===== config.mk =====
export PLATFORM = sky130hd
export DESIGN_NAME = ins_fetch_arbiter_flat
export DESIGN_NICKNAME = d
export VERILOG_FILES = /design/src/rtl/ins_fetch_arbiter_if.sv /design/src/rtl/ins_fetch_arbiter.sv /design/src/flat_wrapper.sv
export SDC_FILE = /design/constraint.sdc
export NUM_CORES = 1
export LEC_CHECK = 0
export CORE_AREA = 2 2 105 81
export CTS_BUF_LIST = sky130_fd_sc_hd__clkbuf_2 sky130_fd_sc_hd__clkbuf_4 sky130_fd_sc_hd__clkbuf_8
export CTS_CLUSTER_DIAMETER = 100
export DETAILED_ROUTE_END_ITERATION = 8
export DIE_AREA = 0 0 107 83
export PLACE_DENSITY = 0.86
export SKIP_LAST_GASP = 1
export SYNTH_ARGS = -nofsm -noshare
export SYNTH_HDL_FRONTEND = slang
export SYNTH_SLANG_ARGS = --single-unit

===== constraint.sdc =====
create_clock -name CLK -period 4.1 [get_ports CLK]
set_clock_uncertainty 0.1 [all_clocks]
set_input_delay 0.82 -clock CLK [delete_from_list [all_inputs] [get_ports CLK]]
set_output_delay 0.82 -clock CLK [all_outputs]
set_load 0.02 [all_outputs]

===== src/rtl/ins_fetch_arbiter_if.sv =====
// Bus bundle for ins_fetch_arbiter: fetch request/response, loader byte-write
// port and the shared byte-wide instruction memory port.
interface ins_fetch_arbiter_if #(
    parameter int ADDR_W = 7
);
    // Handshakes: fetch_req and load_req are levels sampled only while the
    // arbiter is idle; fetch_ready and load_ack are single-cycle registered
    // completion pulses, and fetch_ins/fetch_err are meaningful with fetch_ready.
    logic              fetch_req;
    logic [31:0]       fetch_addr;
    logic              fetch_ready;
    logic [31:0]       fetch_ins;
    logic              fetch_err;
    logic              load_req;
    logic [ADDR_W-1:0] load_addr;
    logic [7:0]        load_data;
    logic              load_ack;
    logic [ADDR_W-1:0] mem_addr;
    logic              mem_we;
    logic [7:0]        mem_wdata;
    logic [7:0]        mem_rdata;
    logic              busy;

    modport slave (
        input  fetch_req, fetch_addr, load_req, load_addr, load_data, mem_rdata,
        output fetch_ready, fetch_ins, fetch_err, load_ack,
               mem_addr, mem_we, mem_wdata, busy
    );

    modport master (
        output fetch_req, fetch_addr, load_req, load_addr, load_data, mem_rdata,
        input  fetch_ready, fetch_ins, fetch_err, load_ack,
               mem_addr, mem_we, mem_wdata, busy
    );
endinterface


===== src/rtl/ins_fetch_arbiter.sv =====
// Instruction fetch sequencer: four big-endian byte reads per 32-bit word,
// sharing the memory port with a fixed-priority program-loader write port.
module ins_fetch_arbiter #(
    parameter int ADDR_W    = 7,
    parameter int MEM_DEPTH = 128
) (
    input  logic                 CLK,
    input  logic                 Reset,
    ins_fetch_arbiter_if.slave   bus,
    output logic [2:0]           dbg_state
);

    typedef enum logic [2:0] {
        S_IDLE  = 3'd0,
        S_FETCH = 3'd1,
        S_DONE  = 3'd2,
        S_ERR   = 3'd3,
        S_LOAD  = 3'd4
    } state_t;

    localparam logic [31:0]     LAST_BASE = 32'(MEM_DEPTH - 4);
    localparam logic [ADDR_W:0] DEPTH_L   = (ADDR_W + 1)'(MEM_DEPTH);

    state_t            state, state_nxt;
    logic [2:0]        cnt, cnt_nxt;
    logic [ADDR_W-1:0] base;
    logic [31:0]       shadow;
    logic              fetch_bad;
    logic              load_ok;

    logic              fetch_ready_q;
    logic              fetch_err_q;
    logic [31:0]       fetch_ins_q;
    logic              load_ack_q;
    logic [ADDR_W-1:0] mem_addr_q;
    logic              mem_we_q;
    logic [7:0]        mem_wdata_q;

    assign fetch_bad = (bus.fetch_addr[1:0] != 2'b00) || (bus.fetch_addr > LAST_BASE);
    assign load_ok   = {1'b0, bus.load_addr} < DEPTH_L;

    always_ff @(posedge CLK or negedge Reset) begin
        if (!Reset) begin
            state <= S_IDLE;
            cnt   <= 3'd0;
        end else begin
            state <= state_nxt;
            cnt   <= cnt_nxt;
        end
    end

    always_comb begin
        state_nxt = state;
        cnt_nxt   = cnt;
        case (state)
            S_IDLE: begin
                if (bus.load_req) begin
                    state_nxt = S_LOAD;
                end else if (bus.fetch_req) begin
                    state_nxt = fetch_bad ? S_ERR : S_FETCH;
                    cnt_nxt   = 3'd0;
                end
            end
            S_FETCH: begin
                if (cnt == 3'd4) begin
                    state_nxt = S_DONE;
                    cnt_nxt   = 3'd0;
                end else begin
                    cnt_nxt = cnt + 3'd1;
                end
            end
            S_DONE:  state_nxt = S_IDLE;
            S_ERR:   state_nxt = S_IDLE;
            S_LOAD:  state_nxt = S_IDLE;
            default: state_nxt = S_IDLE;
        endcase
    end

    // All bus outputs are registered: each is loaded with the value that the
    // state being entered must present, so strobes line up with that state.
    always_ff @(posedge CLK or negedge Reset) begin
        if (!Reset) begin
            base          <= '0;
            shadow        <= 32'd0;
            fetch_ready_q <= 1'b0;
            fetch_err_q   <= 1'b0;
            fetch_ins_q   <= 32'd0;
            load_ack_q    <= 1'b0;
            mem_addr_q    <= '0;
            mem_we_q      <= 1'b0;
            mem_wdata_q   <= 8'd0;
        end else begin
            fetch_ready_q <= (state_nxt == S_DONE) || (state_nxt == S_ERR);
            fetch_err_q   <= (state_nxt == S_ERR);
            load_ack_q    <= (state_nxt == S_LOAD);
            mem_we_q      <= 1'b0;
            case (state)
                S_IDLE: begin
                    if (state_nxt == S_LOAD) begin
                        mem_addr_q  <= bus.load_addr;
                        mem_wdata_q <= bus.load_data;
                        mem_we_q    <= load_ok;
                    end else if (state_nxt == S_FETCH) begin
                        base       <= bus.fetch_addr[ADDR_W-1:0];
                        mem_addr_q <= bus.fetch_addr[ADDR_W-1:0];
                        shadow     <= 32'd0;
                    end else if (state_nxt == S_ERR) begin
                        fetch_ins_q <= 32'd0;
                    end
                end
                S_FETCH: begin
                    if (cnt < 3'd3) begin
                        mem_addr_q <= base + ADDR_W'(cnt + 3'd1);
                    end
                    // Read data lags the address by one cycle, so cnt k holds byte k-1.
                    case (cnt)
                        3'd1: shadow[31:24] <= bus.mem_rdata;
                        3'd2: shadow[23:16] <= bus.mem_rdata;
                        3'd3: shadow[15:8]  <= bus.mem_rdata;
                        3'd4: begin
                            shadow[7:0] <= bus.mem_rdata;
                            fetch_ins_q <= {shadow[31:8], bus.mem_rdata};
                        end
                        default: ;
                    endcase
                end
                default: ;
            endcase
        end
    end

    assign bus.fetch_ready = fetch_ready_q;
    assign bus.fetch_err   = fetch_err_q;
    assign bus.fetch_ins   = fetch_ins_q;
    assign bus.load_ack    = load_ack_q;
    assign bus.mem_addr    = mem_addr_q;
    assign bus.mem_we      = mem_we_q;
    assign bus.mem_wdata   = mem_wdata_q;
    assign bus.busy        = (state != S_IDLE);
    assign dbg_state       = state;

endmodule


===== src/flat_wrapper.sv =====
// flat-port wrapper written by rule: the top's interface ports become plain ports
module ins_fetch_arbiter_flat 
#(
    parameter int ADDR_W    = 7,
    parameter int MEM_DEPTH = 128
)
  (CLK, Reset, dbg_state, bus_fetch_req, bus_fetch_addr, bus_load_req, bus_load_addr, bus_load_data, bus_mem_rdata, bus_fetch_ready, bus_fetch_ins, bus_fetch_err, bus_load_ack, bus_mem_addr, bus_mem_we, bus_mem_wdata, bus_busy);
  ins_fetch_arbiter_if #(.ADDR_W(ADDR_W)) bus_i ();
  input  logic CLK;
  input  logic Reset;
  output logic [2:0] dbg_state;
  input wire logic [$bits(bus_i.fetch_req)-1:0] bus_fetch_req;
  input wire logic [$bits(bus_i.fetch_addr)-1:0] bus_fetch_addr;
  input wire logic [$bits(bus_i.load_req)-1:0] bus_load_req;
  input wire logic [$bits(bus_i.load_addr)-1:0] bus_load_addr;
  input wire logic [$bits(bus_i.load_data)-1:0] bus_load_data;
  input wire logic [$bits(bus_i.mem_rdata)-1:0] bus_mem_rdata;
  output wire logic [$bits(bus_i.fetch_ready)-1:0] bus_fetch_ready;
  output wire logic [$bits(bus_i.fetch_ins)-1:0] bus_fetch_ins;
  output wire logic [$bits(bus_i.fetch_err)-1:0] bus_fetch_err;
  output wire logic [$bits(bus_i.load_ack)-1:0] bus_load_ack;
  output wire logic [$bits(bus_i.mem_addr)-1:0] bus_mem_addr;
  output wire logic [$bits(bus_i.mem_we)-1:0] bus_mem_we;
  output wire logic [$bits(bus_i.mem_wdata)-1:0] bus_mem_wdata;
  output wire logic [$bits(bus_i.busy)-1:0] bus_busy;
  assign bus_i.fetch_req = bus_fetch_req;
  assign bus_i.fetch_addr = bus_fetch_addr;
  assign bus_i.load_req = bus_load_req;
  assign bus_i.load_addr = bus_load_addr;
  assign bus_i.load_data = bus_load_data;
  assign bus_i.mem_rdata = bus_mem_rdata;
  assign bus_fetch_ready = bus_i.fetch_ready;
  assign bus_fetch_ins = bus_i.fetch_ins;
  assign bus_fetch_err = bus_i.fetch_err;
  assign bus_load_ack = bus_i.load_ack;
  assign bus_mem_addr = bus_i.mem_addr;
  assign bus_mem_we = bus_i.mem_we;
  assign bus_mem_wdata = bus_i.mem_wdata;
  assign bus_busy = bus_i.busy;
  ins_fetch_arbiter #(.ADDR_W(ADDR_W), .MEM_DEPTH(MEM_DEPTH)) u_core (.CLK(CLK), .Reset(Reset), .bus(bus_i), .dbg_state(dbg_state));
endmodule

==> results.py <==
metrics = {
    "layout": {
        "final_common_cell": "clkdlybuf4s50_1",
        "final_cells": 615,
        "seqCellArea_um2": 2200,
        "area_delta_synth_final_pct": 36.2,
        "num_antenna_cells": 0,
        "drive_above_1_share_pct": 9.41,
        "multiInputGateArea_um2": 1640,
        "final_net_count": 574,
        "final_cell_mix": "clkdlybuf4s50_1, dfrtp_1, nand2_1, inv_1, o21ai_0",
        "fill_cells": 572,
    },
    "timing": {
        "setup_viol": 0,
        "fin_tns_setup_ns": 0,
        "relSlewSlack_pct": 32.4,
        "rsz0062_at_grt": "false",
        "timing.hold.ws_ns": 0.410,
        "final_hold_viol_count": 0,
        "min_period_over_period_pct": 71.4,
        "fin_crit_ns": 2.93,
        "finalMaxSlewViolations": 0,
        "setup_slack_ns": 1.17,
        "max_freq_ghz": 0.342,
        "worstMarginPinSlew_ns": 1.01,
    },
    "setup_path": {
        "cp_slowest_cell": "or3b_1",
        "path_cells": "clkdlybuf4s50_1 -> or3b_1 -> nor3_4 -> a21o_1 -> mux2_4",
        "cpPeakStageDelay_ns": 0.57,
        "cp.required_ns": 4.25,
        "critPathMaxFanout": 9,
        "path_delay_family": "simple AND/OR/NAND/NOR gates",
        "cp_num_buf_inv": 1,
        "cp-end-kind": "flop",
        "critPathLaunchType": "primary input",
        "arrival_ns": 3.07,
        "crit_type": "primary input to flop",
    },
    "clock_network": {
        "cts_sinks": 88,
        "htreeDepth": 3,
        "numCtsBuffers": 9,
        "cts_hold_buf": 0,
        "cts_setup_buffers": 0,
        "clockBufferDepth": 2,
        "path_clk_slew_ns": 0.09,
        "root_buffer": "clkbuf_8",
        "cts_tree": "yes",
        "clk_latency_ns": 0.35,
        "cts.repair.resized": 0,
    },
    "die": {
        "die_area_um2": 8880,
        "core_area_um2": 7810,
        "die_height_um": 83,
        "pin_count": 114,
        "initial_utilization_pct": 52.1,
        "rows": 28,
        "fp.dieW_um": 107,
    },
    "synth": {
        "netlist_instances": 396,
        "syn_area_um2": 4070,
        "syn_area_per_cell_um2": 10.3,
        "ys_types": 39,
        "syn_nets": 465,
        "ys_ff_latch": 88,
        "ys_seq_area_share_pct": 54.1,
        "ys_warn_count": 0,
    },
    "power": {
        "power_frac_clock_pct": 21.1,
        "combPwrFrac_pct": 41.0,
        "switchingPower_mw": 1.32,
        "pwr-share-seq_pct": 37.9,
        "internal-power_mw": 2.18,
        "p_leak_nw": 2.41,
        "switching_share_pct": 37.6,
        "power_mw": 3.50,
        "ir_drop_mv": 0.323,
        "power_density_nw_per_um2": 631,
    },
    "routing": {
        "num_vias": 3465,
        "drt_iter0_drc": 266,
        "drcViolationCount": 0,
        "dr.pass1.iters": 4,
        "wl_per_cell_um": 16.9,
        "postRouteAntennaNets": 0,
        "viasPerCell": 5.63,
        "drt-total-wl_um": 10400,
    },
    "grt": {
        "gr-total-overflow": 0,
        "grt_use_total_pct": 24.5,
        "grt_pass1_wl_um": 17200,
        "antenna_found_initial": 0,
        "grt_max_degree": 84,
        "grt_pass1_vias": 3400,
    },
    "flow_run": {
        "maxCapViolCount": 0,
    },
    "placed_design": {
        "io_buffer_count": 113,
        "place_inst": 599,
        "place_ws_ns": 0.808,
        "dpl.hpwl_um": 7280,
        "place.gp.congestion": 0.835,
    },
    "hold_path": {
        "min_path_type": "flop to flop",
    },
    "run_status": {
        "status": "finished clean",
    },
}
## per-stage QoR
stage                     util (%)  area, µm²
final                         71.0       5540
after global routing          71.0       5540
after CTS                     71.0       5540
after detailed placement      67.7       5290
after global placement        67.7       5290
after floorplan                  -       4070
## layout make-up
class,instances,area share [%]
Multi-Input combinational cell,248,29.5
Clock inverter,6,2.08
Inverter,39,2.64
Sequential cell,88,39.7
Timing Repair Buffer,119,21.2
Clock buffer,10,2.48
Tap cell,105,2.37
## synthesized netlist by cell type, drive strengths merged
library cell | instances | share of area [%]
nand3 | 6 | 0.74
mux2i | 5 | 1.2
a32oi | 1 | 0.22
o22ai | 3 | 0.46
xnor2 | 4 | 0.86
buf | 5 | 0.89
nor2 | 8 | 0.80
inv | 39 | 3.6
fa | 1 | 0.49
or3b | 1 | 0.22
nand2 | 58 | 5.3
clkbuf | 16 | 1.5
nor3 | 2 | 0.52
nand4 | 33 | 5.1
a211oi | 2 | 0.37
xor2 | 1 | 0.22
o31a | 1 | 0.22
mux2 | 20 | 6.1
o21bai | 1 | 0.18
and2b | 2 | 0.37
nor2b | 3 | 0.46
and3 | 1 | 0.15
nor4b | 4 | 1.0
and2 | 1 | 0.15
ha | 9 | 2.8
a21oi | 7 | 0.86
a22oi | 24 | 4.4
a21boi | 2 | 0.37
o21ai | 39 | 4.8
or3 | 1 | 0.28
nor4 | 6 | 0.92
dfrtp | 88 | 54
a21o | 2 | 0.37
## power groups by stage
stage,clock [mW],sequential (mW),combinational (mW)
6_report,0.739,1.33,1.43
5_1_grt,0.782,1.36,1.57
4_1_cts,0.744,1.32,1.43
3_5_place_dp,0,1.33,1.42
3_3_place_gp,0,1.32,1.37
2_1_floorplan,0,1.45,0.753
## sequential cells by signal, indices dropped and copies added, names as in the netlist
signal                  cells
u_core.cnt                  3
u_core.bus.mem_we           1
u_core.bus.fetch_ins       32
u_core.bus.fetch_ready      1
u_core.dbg_state            3
u_core.bus.load_ack         1
u_core.bus.fetch_err        1
u_core.base                 7
u_core.bus.mem_wdata        8
u_core.bus.mem_addr         7
u_core.shadow              24
## cell families after synthesis
logic type | after synthesis | share of synthesized area, %
multiplexers | 25 | 7.31
XOR/XNOR | 5 | 1.08
AND/OR/NAND/NOR | 126 | 16.0
buffers and inverters | 60 | 5.96
flip-flops | 88 | 54.1
AO/OA/AOI/OAI | 82 | 12.3
adder cells (fa/ha/maj) | 10 | 3.26
## routing by layer
metal	vias to the layer above	GRT usage (%)	wire, µm
met1	1711	35.0	4500
met3	15	4.79	774
met2	133	38.9	4980
li1	1606	-	-
met5	-	0	0
met4	0	6.14	129
## path summary, 6_finish.rpt
| kind | to | slack, ns | start | cells after the start |
|---|---|---|---|---|
| max | u_core.bus.mem_addr[3]$_DFFE_PN0P_ | 1.17 | bus_load_req | 5 |
| min | u_core.bus.mem_wdata[5]$_DFFE_PN0P_ | 0.41 | u_core.bus.mem_wdata[5]$_DFFE_PN0P_ | 1 |
| max reg2reg | u_core.bus.mem_addr[2]$_DFFE_PN0P_ | 1.23 | u_core.dbg_state[1]$_DFF_PN0_ | 5 |
| min reg2reg | u_core.bus.mem_wdata[5]$_DFFE_PN0P_ | 0.41 | u_core.bus.mem_wdata[5]$_DFFE_PN0P_ | 1 |
| max in group asynchronous | u_core.base[3]$_DFFE_PN0P_ | 2.69 | Reset | 2 |
| min in group asynchronous | u_core.bus.mem_wdata[3]$_DFFE_PN0P_ | 0.51 | Reset | 1 |
No activity file was read; power rests on OpenSTA's default activity.
